**src/rtl/pipeline_control_unit_if.sv**
```systemverilog
// Bundles the ID-stage decode inputs, the EX branch result and the per-stage
// control outputs of pipeline_control_unit into one port.
// The master side drives the ID stage and observes control. The slave side is the control unit itself.
interface pipeline_control_unit_if;
  // ID-stage instruction fields
  logic        id_valid;
  logic [4:0]  id_opcode;
  logic        id_funct7_0;
  logic [4:0]  id_rs1;
  logic [4:0]  id_rs2;
  logic [4:0]  id_rd;
  // EX-stage branch comparator result
  logic        ex_branch_taken;
  // Per-stage control bundles and destination indices
  logic [10:0] ex_ctrl;
  logic [10:0] mem_ctrl;
  logic [10:0] wb_ctrl;
  logic [4:0]  ex_rd;
  logic [4:0]  mem_rd;
  logic [4:0]  wb_rd;
  logic        ex_muldiv;
  // Hazard controls for the front end
  logic        stall;
  logic        flush;

  modport master (
    output id_valid, id_opcode, id_funct7_0, id_rs1, id_rs2, id_rd, ex_branch_taken,
    input  ex_ctrl, mem_ctrl, wb_ctrl, ex_rd, mem_rd, wb_rd, ex_muldiv, stall, flush
  );

  modport slave (
    input  id_valid, id_opcode, id_funct7_0, id_rs1, id_rs2, id_rd, ex_branch_taken,
    output ex_ctrl, mem_ctrl, wb_ctrl, ex_rd, mem_rd, wb_rd, ex_muldiv, stall, flush
  );
endinterface

```
**src/rtl/pipeline_control_unit.sv**
```systemverilog
// Registered control path for a 5-stage RISC-V pipeline.
// The ID opcode is decoded into an 11-bit control bundle. The bundle is then
// carried through the ID/EX, EX/MEM and MEM/WB stages.
// The block also raises load-use stalls and taken-branch/jump flushes, and it
// holds EX for several cycles while a multiply/divide executes.
// Bundle bit order: {isBranch, MemRead, MemtoReg, ALUOp[1:0], MemWrite,
//                    ALUSrc, RegWrite, jump, WBSrc[1:0]}
module pipeline_control_unit #(
  parameter int M_EXT      = 0,  // 1 enables mul/div decode and the EX hold
  parameter int MULDIV_LAT = 4   // EX occupancy of a mul/div, 1..15
) (
  input  logic                    clk,
  input  logic                    rst,
  pipeline_control_unit_if.slave  bus
);

  // Major opcodes, instr[6:2]
  localparam logic [4:0] OPCODE_LOAD    = 5'b00000;
  localparam logic [4:0] OPCODE_ARITH_I = 5'b00100;
  localparam logic [4:0] OPCODE_AUIPC   = 5'b00101;
  localparam logic [4:0] OPCODE_STORE   = 5'b01000;
  localparam logic [4:0] OPCODE_ARITH_R = 5'b01100;
  localparam logic [4:0] OPCODE_LUI     = 5'b01101;
  localparam logic [4:0] OPCODE_BRANCH  = 5'b11000;
  localparam logic [4:0] OPCODE_JALR    = 5'b11001;
  localparam logic [4:0] OPCODE_JAL     = 5'b11011;

  // Control bundles per instruction class
  localparam logic [10:0] CTRL_NONE    = 11'b00000000000;
  localparam logic [10:0] CTRL_ARITH_R = 11'b00010001000;
  localparam logic [10:0] CTRL_ARITH_I = 11'b00010011000;
  localparam logic [10:0] CTRL_LOAD    = 11'b01100011000;
  localparam logic [10:0] CTRL_STORE   = 11'b00000110000;
  localparam logic [10:0] CTRL_BRANCH  = 11'b10001000000;
  localparam logic [10:0] CTRL_JAL     = 11'b00000001111;
  localparam logic [10:0] CTRL_JALR    = 11'b00000011111;
  localparam logic [10:0] CTRL_AUIPC   = 11'b00000001010;
  localparam logic [10:0] CTRL_LUI     = 11'b00000001001;

  // Bundle field positions used by the hazard logic
  localparam int B_IS_BRANCH = 10;
  localparam int B_MEM_READ  = 9;
  localparam int B_JUMP      = 2;

  // Starting value of the hold counter when a mul/div enters EX
  localparam logic [3:0] MD_CNT_LOAD = 4'(MULDIV_LAT - 1);
  localparam logic       M_EXT_EN    = (M_EXT != 0);

  // Decoded ID-stage control
  logic [10:0] id_ctrl;
  logic        id_muldiv;

  // Hazard terms
  logic load_use;
  logic md_hold;
  logic flush;
  logic stall;

  // Stage registers
  logic [10:0] ex_ctrl_q,  ex_ctrl_d;
  logic [4:0]  ex_rd_q,    ex_rd_d;
  logic        ex_muldiv_q, ex_muldiv_d;
  logic [10:0] mem_ctrl_q, mem_ctrl_d;
  logic [4:0]  mem_rd_q,   mem_rd_d;
  logic [10:0] wb_ctrl_q,  wb_ctrl_d;
  logic [4:0]  wb_rd_q,    wb_rd_d;
  logic [3:0]  md_cnt_q,   md_cnt_d;

  // Decode the ID opcode into its control bundle; invalid slots decode to a bubble
  always_comb begin
    // NOTE: every combinational output gets a default first so no path leaves it unassigned (no latch).
    id_ctrl = CTRL_NONE;
    if (bus.id_valid) begin
      case (bus.id_opcode)
        OPCODE_ARITH_R: id_ctrl = CTRL_ARITH_R;
        OPCODE_ARITH_I: id_ctrl = CTRL_ARITH_I;
        OPCODE_LOAD:    id_ctrl = CTRL_LOAD;
        OPCODE_STORE:   id_ctrl = CTRL_STORE;
        OPCODE_BRANCH:  id_ctrl = CTRL_BRANCH;
        OPCODE_JAL:     id_ctrl = CTRL_JAL;
        OPCODE_JALR:    id_ctrl = CTRL_JALR;
        OPCODE_AUIPC:   id_ctrl = CTRL_AUIPC;
        OPCODE_LUI:     id_ctrl = CTRL_LUI;
        default:        id_ctrl = CTRL_NONE;
      endcase
    end
    id_muldiv = M_EXT_EN & bus.id_valid & (bus.id_opcode == OPCODE_ARITH_R) & bus.id_funct7_0;
  end

  // Hazard detection: redirect from EX, load-use on ID sources, mul/div occupancy
  always_comb begin
    flush    = (ex_ctrl_q[B_IS_BRANCH] & bus.ex_branch_taken) | ex_ctrl_q[B_JUMP];
    load_use = ex_ctrl_q[B_MEM_READ] & (ex_rd_q != 5'd0) & bus.id_valid &
               ((ex_rd_q == bus.id_rs1) | (ex_rd_q == bus.id_rs2));
    md_hold  = ex_muldiv_q & (md_cnt_q != 4'd0);
    // A flush discards the instruction in ID, so there is nothing left to stall.
    stall    = ~flush & (load_use | md_hold);
  end

  // ID/EX next state: flush bubbles, mul/div holds, load-use bubbles, else advance
  always_comb begin
    ex_ctrl_d   = ex_ctrl_q;
    ex_rd_d     = ex_rd_q;
    ex_muldiv_d = ex_muldiv_q;
    if (flush || (!md_hold && load_use)) begin
      ex_ctrl_d   = CTRL_NONE;
      ex_rd_d     = 5'd0;
      ex_muldiv_d = 1'b0;
    end else if (!md_hold) begin
      ex_ctrl_d   = id_ctrl;
      ex_rd_d     = bus.id_rd;
      ex_muldiv_d = id_muldiv;
    end
  end

  // EX/MEM and MEM/WB next state: EX/MEM takes a bubble while EX is still busy
  always_comb begin
    if (md_hold) begin
      mem_ctrl_d = CTRL_NONE;
      mem_rd_d   = 5'd0;
    end else begin
      mem_ctrl_d = ex_ctrl_q;
      mem_rd_d   = ex_rd_q;
    end
    wb_ctrl_d = mem_ctrl_q;
    wb_rd_d   = mem_rd_q;
  end

  // Mul/div hold counter: loaded as a mul/div enters EX, counts down while holding
  always_comb begin
    md_cnt_d = 4'd0;
    if (md_hold) begin
      md_cnt_d = md_cnt_q - 4'd1;
    end else if (!flush && !load_use && id_muldiv) begin
      md_cnt_d = MD_CNT_LOAD;
    end
  end

  // Stage registers with synchronous reset
  always_ff @(posedge clk) begin
    // NOTE: sequential state uses non-blocking assignment so every flop samples pre-edge values.
    if (rst) begin
      ex_ctrl_q   <= CTRL_NONE;
      ex_rd_q     <= 5'd0;
      ex_muldiv_q <= 1'b0;
      mem_ctrl_q  <= CTRL_NONE;
      mem_rd_q    <= 5'd0;
      wb_ctrl_q   <= CTRL_NONE;
      wb_rd_q     <= 5'd0;
      md_cnt_q    <= 4'd0;
    end else begin
      ex_ctrl_q   <= ex_ctrl_d;
      ex_rd_q     <= ex_rd_d;
      ex_muldiv_q <= ex_muldiv_d;
      mem_ctrl_q  <= mem_ctrl_d;
      mem_rd_q    <= mem_rd_d;
      wb_ctrl_q   <= wb_ctrl_d;
      wb_rd_q     <= wb_rd_d;
      md_cnt_q    <= md_cnt_d;
    end
  end

  assign bus.ex_ctrl   = ex_ctrl_q;
  assign bus.mem_ctrl  = mem_ctrl_q;
  assign bus.wb_ctrl   = wb_ctrl_q;
  assign bus.ex_rd     = ex_rd_q;
  assign bus.mem_rd    = mem_rd_q;
  assign bus.wb_rd     = wb_rd_q;
  assign bus.ex_muldiv = ex_muldiv_q;
  assign bus.stall     = stall;
  assign bus.flush     = flush;

endmodule

```
**src/flat_wrapper.sv**
```systemverilog
// flat-port wrapper written by rule: the top's interface ports become plain ports
module pipeline_control_unit_flat 
#(
  parameter int M_EXT      = 0,                                             
  parameter int MULDIV_LAT = 4                                      
)
  (clk, rst, bus_id_valid, bus_id_opcode, bus_id_funct7_0, bus_id_rs1, bus_id_rs2, bus_id_rd, bus_ex_branch_taken, bus_ex_ctrl, bus_mem_ctrl, bus_wb_ctrl, bus_ex_rd, bus_mem_rd, bus_wb_rd, bus_ex_muldiv, bus_stall, bus_flush);
  pipeline_control_unit_if bus_i ();
  input  logic clk;
  input  logic rst;
  input wire logic [$bits(bus_i.id_valid)-1:0] bus_id_valid;
  input wire logic [$bits(bus_i.id_opcode)-1:0] bus_id_opcode;
  input wire logic [$bits(bus_i.id_funct7_0)-1:0] bus_id_funct7_0;
  input wire logic [$bits(bus_i.id_rs1)-1:0] bus_id_rs1;
  input wire logic [$bits(bus_i.id_rs2)-1:0] bus_id_rs2;
  input wire logic [$bits(bus_i.id_rd)-1:0] bus_id_rd;
  input wire logic [$bits(bus_i.ex_branch_taken)-1:0] bus_ex_branch_taken;
  output wire logic [$bits(bus_i.ex_ctrl)-1:0] bus_ex_ctrl;
  output wire logic [$bits(bus_i.mem_ctrl)-1:0] bus_mem_ctrl;
  output wire logic [$bits(bus_i.wb_ctrl)-1:0] bus_wb_ctrl;
  output wire logic [$bits(bus_i.ex_rd)-1:0] bus_ex_rd;
  output wire logic [$bits(bus_i.mem_rd)-1:0] bus_mem_rd;
  output wire logic [$bits(bus_i.wb_rd)-1:0] bus_wb_rd;
  output wire logic [$bits(bus_i.ex_muldiv)-1:0] bus_ex_muldiv;
  output wire logic [$bits(bus_i.stall)-1:0] bus_stall;
  output wire logic [$bits(bus_i.flush)-1:0] bus_flush;
  assign bus_i.id_valid = bus_id_valid;
  assign bus_i.id_opcode = bus_id_opcode;
  assign bus_i.id_funct7_0 = bus_id_funct7_0;
  assign bus_i.id_rs1 = bus_id_rs1;
  assign bus_i.id_rs2 = bus_id_rs2;
  assign bus_i.id_rd = bus_id_rd;
  assign bus_i.ex_branch_taken = bus_ex_branch_taken;
  assign bus_ex_ctrl = bus_i.ex_ctrl;
  assign bus_mem_ctrl = bus_i.mem_ctrl;
  assign bus_wb_ctrl = bus_i.wb_ctrl;
  assign bus_ex_rd = bus_i.ex_rd;
  assign bus_mem_rd = bus_i.mem_rd;
  assign bus_wb_rd = bus_i.wb_rd;
  assign bus_ex_muldiv = bus_i.ex_muldiv;
  assign bus_stall = bus_i.stall;
  assign bus_flush = bus_i.flush;
  pipeline_control_unit #(.M_EXT(M_EXT), .MULDIV_LAT(MULDIV_LAT)) u_core (.clk(clk), .rst(rst), .bus(bus_i));
endmodule
```
**config.mk**
```make
export PLATFORM = sky130hd
export DESIGN_NAME = pipeline_control_unit_flat
export DESIGN_NICKNAME = d
export VERILOG_FILES = /design/src/rtl/pipeline_control_unit_if.sv /design/src/rtl/pipeline_control_unit.sv /design/src/flat_wrapper.sv
export SDC_FILE = /design/constraint.sdc
export NUM_CORES = 1
export LEC_CHECK = 0
export BUFFER_PORTS_ARGS = -buffer_cell sky130_fd_sc_hd__buf_2
export CAP_MARGIN = 25
export CORE_MARGIN = 5
export CORE_UTILIZATION = 33
export DETAILED_ROUTE_END_ITERATION = 8
export SYNTH_ARGS = -nofsm -noshare
export SYNTH_HDL_FRONTEND = slang
export SYNTH_SLANG_ARGS = --single-unit
```
**constraint.sdc**
```tcl
create_clock -name clk -period 3.1 [get_ports clk]
set_input_delay 0.155 -clock clk [delete_from_list [all_inputs] [get_ports clk]]
set_output_delay 0.155 -clock clk [all_outputs]
set_load 0.01 [all_outputs]
```
==> metrics.md <==
| Metric | Value |
|---|---|
| Vias per cell | 4.401 |
| Vias | 1,175 |
| Row count | 25 |
| Max FO, Critical Path | 15 |
| Synth async-reset ratio | 0 |
| R2R Setup Slk | 1530 ps |
| Routed wire per std cell | 12.02 um |
| Setup_tns | 0 ps |
| Status | finished, final reports clean |
| Tot Pwr | 0.0009594 W |
| # Post-CTS Setup Buffers | 0 |
| GRT overflow | 0 |
| CTS tree | built |
| Post-synth EDFFs | 0 |
| Yosys cell types | 29 |
| Synth Instances | 145 |
| WP data arrival | 1830 ps |
| Layout area overhead | 28.01% |
| Clock Tree Buf Depth | 2 |
| Placeable Area | 4661 um^2 |
| Critical path capture point type | output pin |
| # fillers | 476 |
| Flops & latches, synth | 42 |
| Max Fclk | 0.5046 GHz |
| RSZ-0062 raised after global routing | no |
| Height of the die | 78.74 um |
| Period minus WS final | 1982 ps |
| Crit start category | register |
| Vias in the first global route | 1,151 |
| Final setup vio count | 0 |
| Max-Cap Viols | 0 |
| Max IR drop VDD | 0.0001452 V |
| FF-to-FF Start | u_core.bus.ex_rd[0]$_SDFF_PP0_ |
| Worst Setup SP | u_core.bus.ex_rd[0]$_SDFF_PP0_ |
| Top cells by area, synth | dfxtp_1 (54%), nor2b_1 (12%), a21oi_2 (5.6%) |
| First DRT Iteration DRCs | 29 |
| Clk_lat worst skew | 280 ps |
| GPL Wtd Cong | 0.7359 |
| Cell area after synthesis | 1559 um^2 |
| CTS Hold Buffers Added | 0 |
| Num CTS Buffers | 5 |
| # H-tree levels | 2 |
| Final setup skew | 2.166 ps |
| CTS sink count | 42 |
| Hold Slack | 124.1 ps |
| Ports | 76 |
| Post-synthesis sequential area ratio | 0.5393 |
| Share of the synthesized area in the top cell type | 0.5393 |
| Final wirelength | 3.209 mm |
| Mapped Avg Cell Area | 10.75 um^2 |
| CTS clk-pin slew, worst paths | 70 ps |
| Syn Nets | 170 |
| Yosys warns | 0 |
| Worst hold path class | in2reg |
| Endpoints failing hold | 0 |
| HP Start | bus_id_rd[4] |
| Fin crit share | 0.6393 |
| Die Footprint | 6199 um^2 |
| Nets | 238 |
| Final Max Tran Viols | 0 |
| Die extent in x | 78.74 um |
| Residual DRC count | 0 |
| Max-Slew Margin vs Limit | 0.6290 |
| Ys flop type | dfxtp_1 |
| Sw Share | 0.2258 |
| P_leak | 0.9487 nW |
| Gr usage total | 0.1054 |
| Initial antenna violation count | 0 |
| Antenna cells | 0 |
| Crit Path Class | reg2out |
| Reg power frac | 0.582 |
| Clock network power share | 0.327 |
| HPWL after DPL | 2.463 mm |
| Cell area power density | 480.7 nW/um^2 |
| First-pass DRT Iterations | 4 |
| PortBufs | 73 |
| # resized after CTS | 0 |
| Routed Antenna Nets | 0 |
| Starting density of the core | 0.3345 |
| P_sw | 0.0002166 W |
| Largest net degree at the start of global routing | 36 |
| Fraction of layout cells with a size suffix above 1 | 0.4413 |
| Share of power burned in combinational logic | 0.091 |
| Global-route wire length before repair | 5.188 mm |
| Synth area leader | dfxtp_1 |
| Worst-Margin Slew | 556.5 ps |
| Root buffer cell | clkbuf_8 |
| Internal power | 0.0007428 W |
| Required time worst endpoint | 2940 ps |
-- worst paths after layout --
kind,end,cells after the start
setup / recovery,bus_stall,4
hold / removal,u_core.bus.ex_rd[4]$_SDFF_PP0_,3
setup reg to reg,u_core.bus.ex_ctrl[2]$_SDFF_PP0_,3
hold reg to reg,u_core.bus.wb_rd[2]$_SDFF_PP0_,1
-- metrics by stage --
step                cells  utilization  worst slack (ps)  area, um^2
finish                267       0.4282              1118        1996
global placement      260       0.4113              1412        1917
floorplan             145            -              1644        1559
global route          267       0.4282              1028        1996
detailed placement    260       0.4113              1416        1917
CTS                   267       0.4282              1097        1996
-- critical path, stage by stage (launching register included) --
cell and delay [ps]:
dfxtp_1 370, or3_1 400, o311a_4 420, and3_1 220, buf_2 140
-- Yosys cell counts, drive strengths merged (3+ instances only) --
library cell / n
a21oi: 13
nand3: 4
clkbuf: 5
dfxtp: 42
nor2b: 29
buf: 9
xnor2: 10
nand2: 3
nor2: 3
nand3b: 5
a211o: 3
-- power groups by stage --
stage	registers (W)	logic, W	clock network [W]
CTS	0.000559	0.0000884	0.000327
global route	0.000560	0.0000968	0.000362
floorplan	0.000576	0.0000471	0
global placement	0.000571	0.0000875	0
finish	0.000559	0.0000872	0.000314
detailed placement	0.000571	0.0000880	0
-- cell families (layout without fill, tap and decap cells) --
family	after synthesis	after routing	share of synthesized area
DFF	42	42	0.5393
AOI/OAI and AO/OA	21	21	0.1180
and+or+nand+nor	55	55	0.2175
xor gates and xnor gates	10	10	0.05618
muxes	1	1	0.006421
other	1	1	0.002405
buffers and inverters	15	83	0.06019
-- layout by cell type, fill, tap and decap left out, drive strengths merged, types with 2 or more instances in the layout --
master	n
nand2	3
nand3b	5
xnor2	10
buf	75
dfxtp	42
nand3	4
nand4	2
a211o	3
nor2b	29
clkbuf	5
nand4b	2
nor2	3
clkinv	2
a21oi	13
nand2b	2
-- layout make-up --
class / instances / area, um^2 / share of cell area
repair buffers: 75 / 380.4 / 0.1906
clock inverters: 2 / 10.01 / 0.005016
inverters: 1 / 3.754 / 0.001881
multi-input cells: 88 / 624.3 / 0.3129
clock buffers: 5 / 68.82 / 0.03448
well taps: 54 / 67.56 / 0.03386
flip-flops and latches: 42 / 840.8 / 0.4213
-- state kept, by name, indices dropped and copies added (netlist names) --
register,count
u_core.bus.ex_ctrl,9
u_core.bus.ex_rd,5
u_core.bus.mem_ctrl,9
u_core.bus.mem_rd,5
u_core.bus.wb_ctrl,9
u_core.bus.wb_rd,5
-- layer usage --
layer	up-vias	track usage	wire length [um]
met3	4	0.03175	241
li1	612	-	-
met5	-	0	0
met4	0	0.05594	40
met2	42	0.1774	1567
met1	517	0.1194	1361
Power figures use the tool's default switching activity.
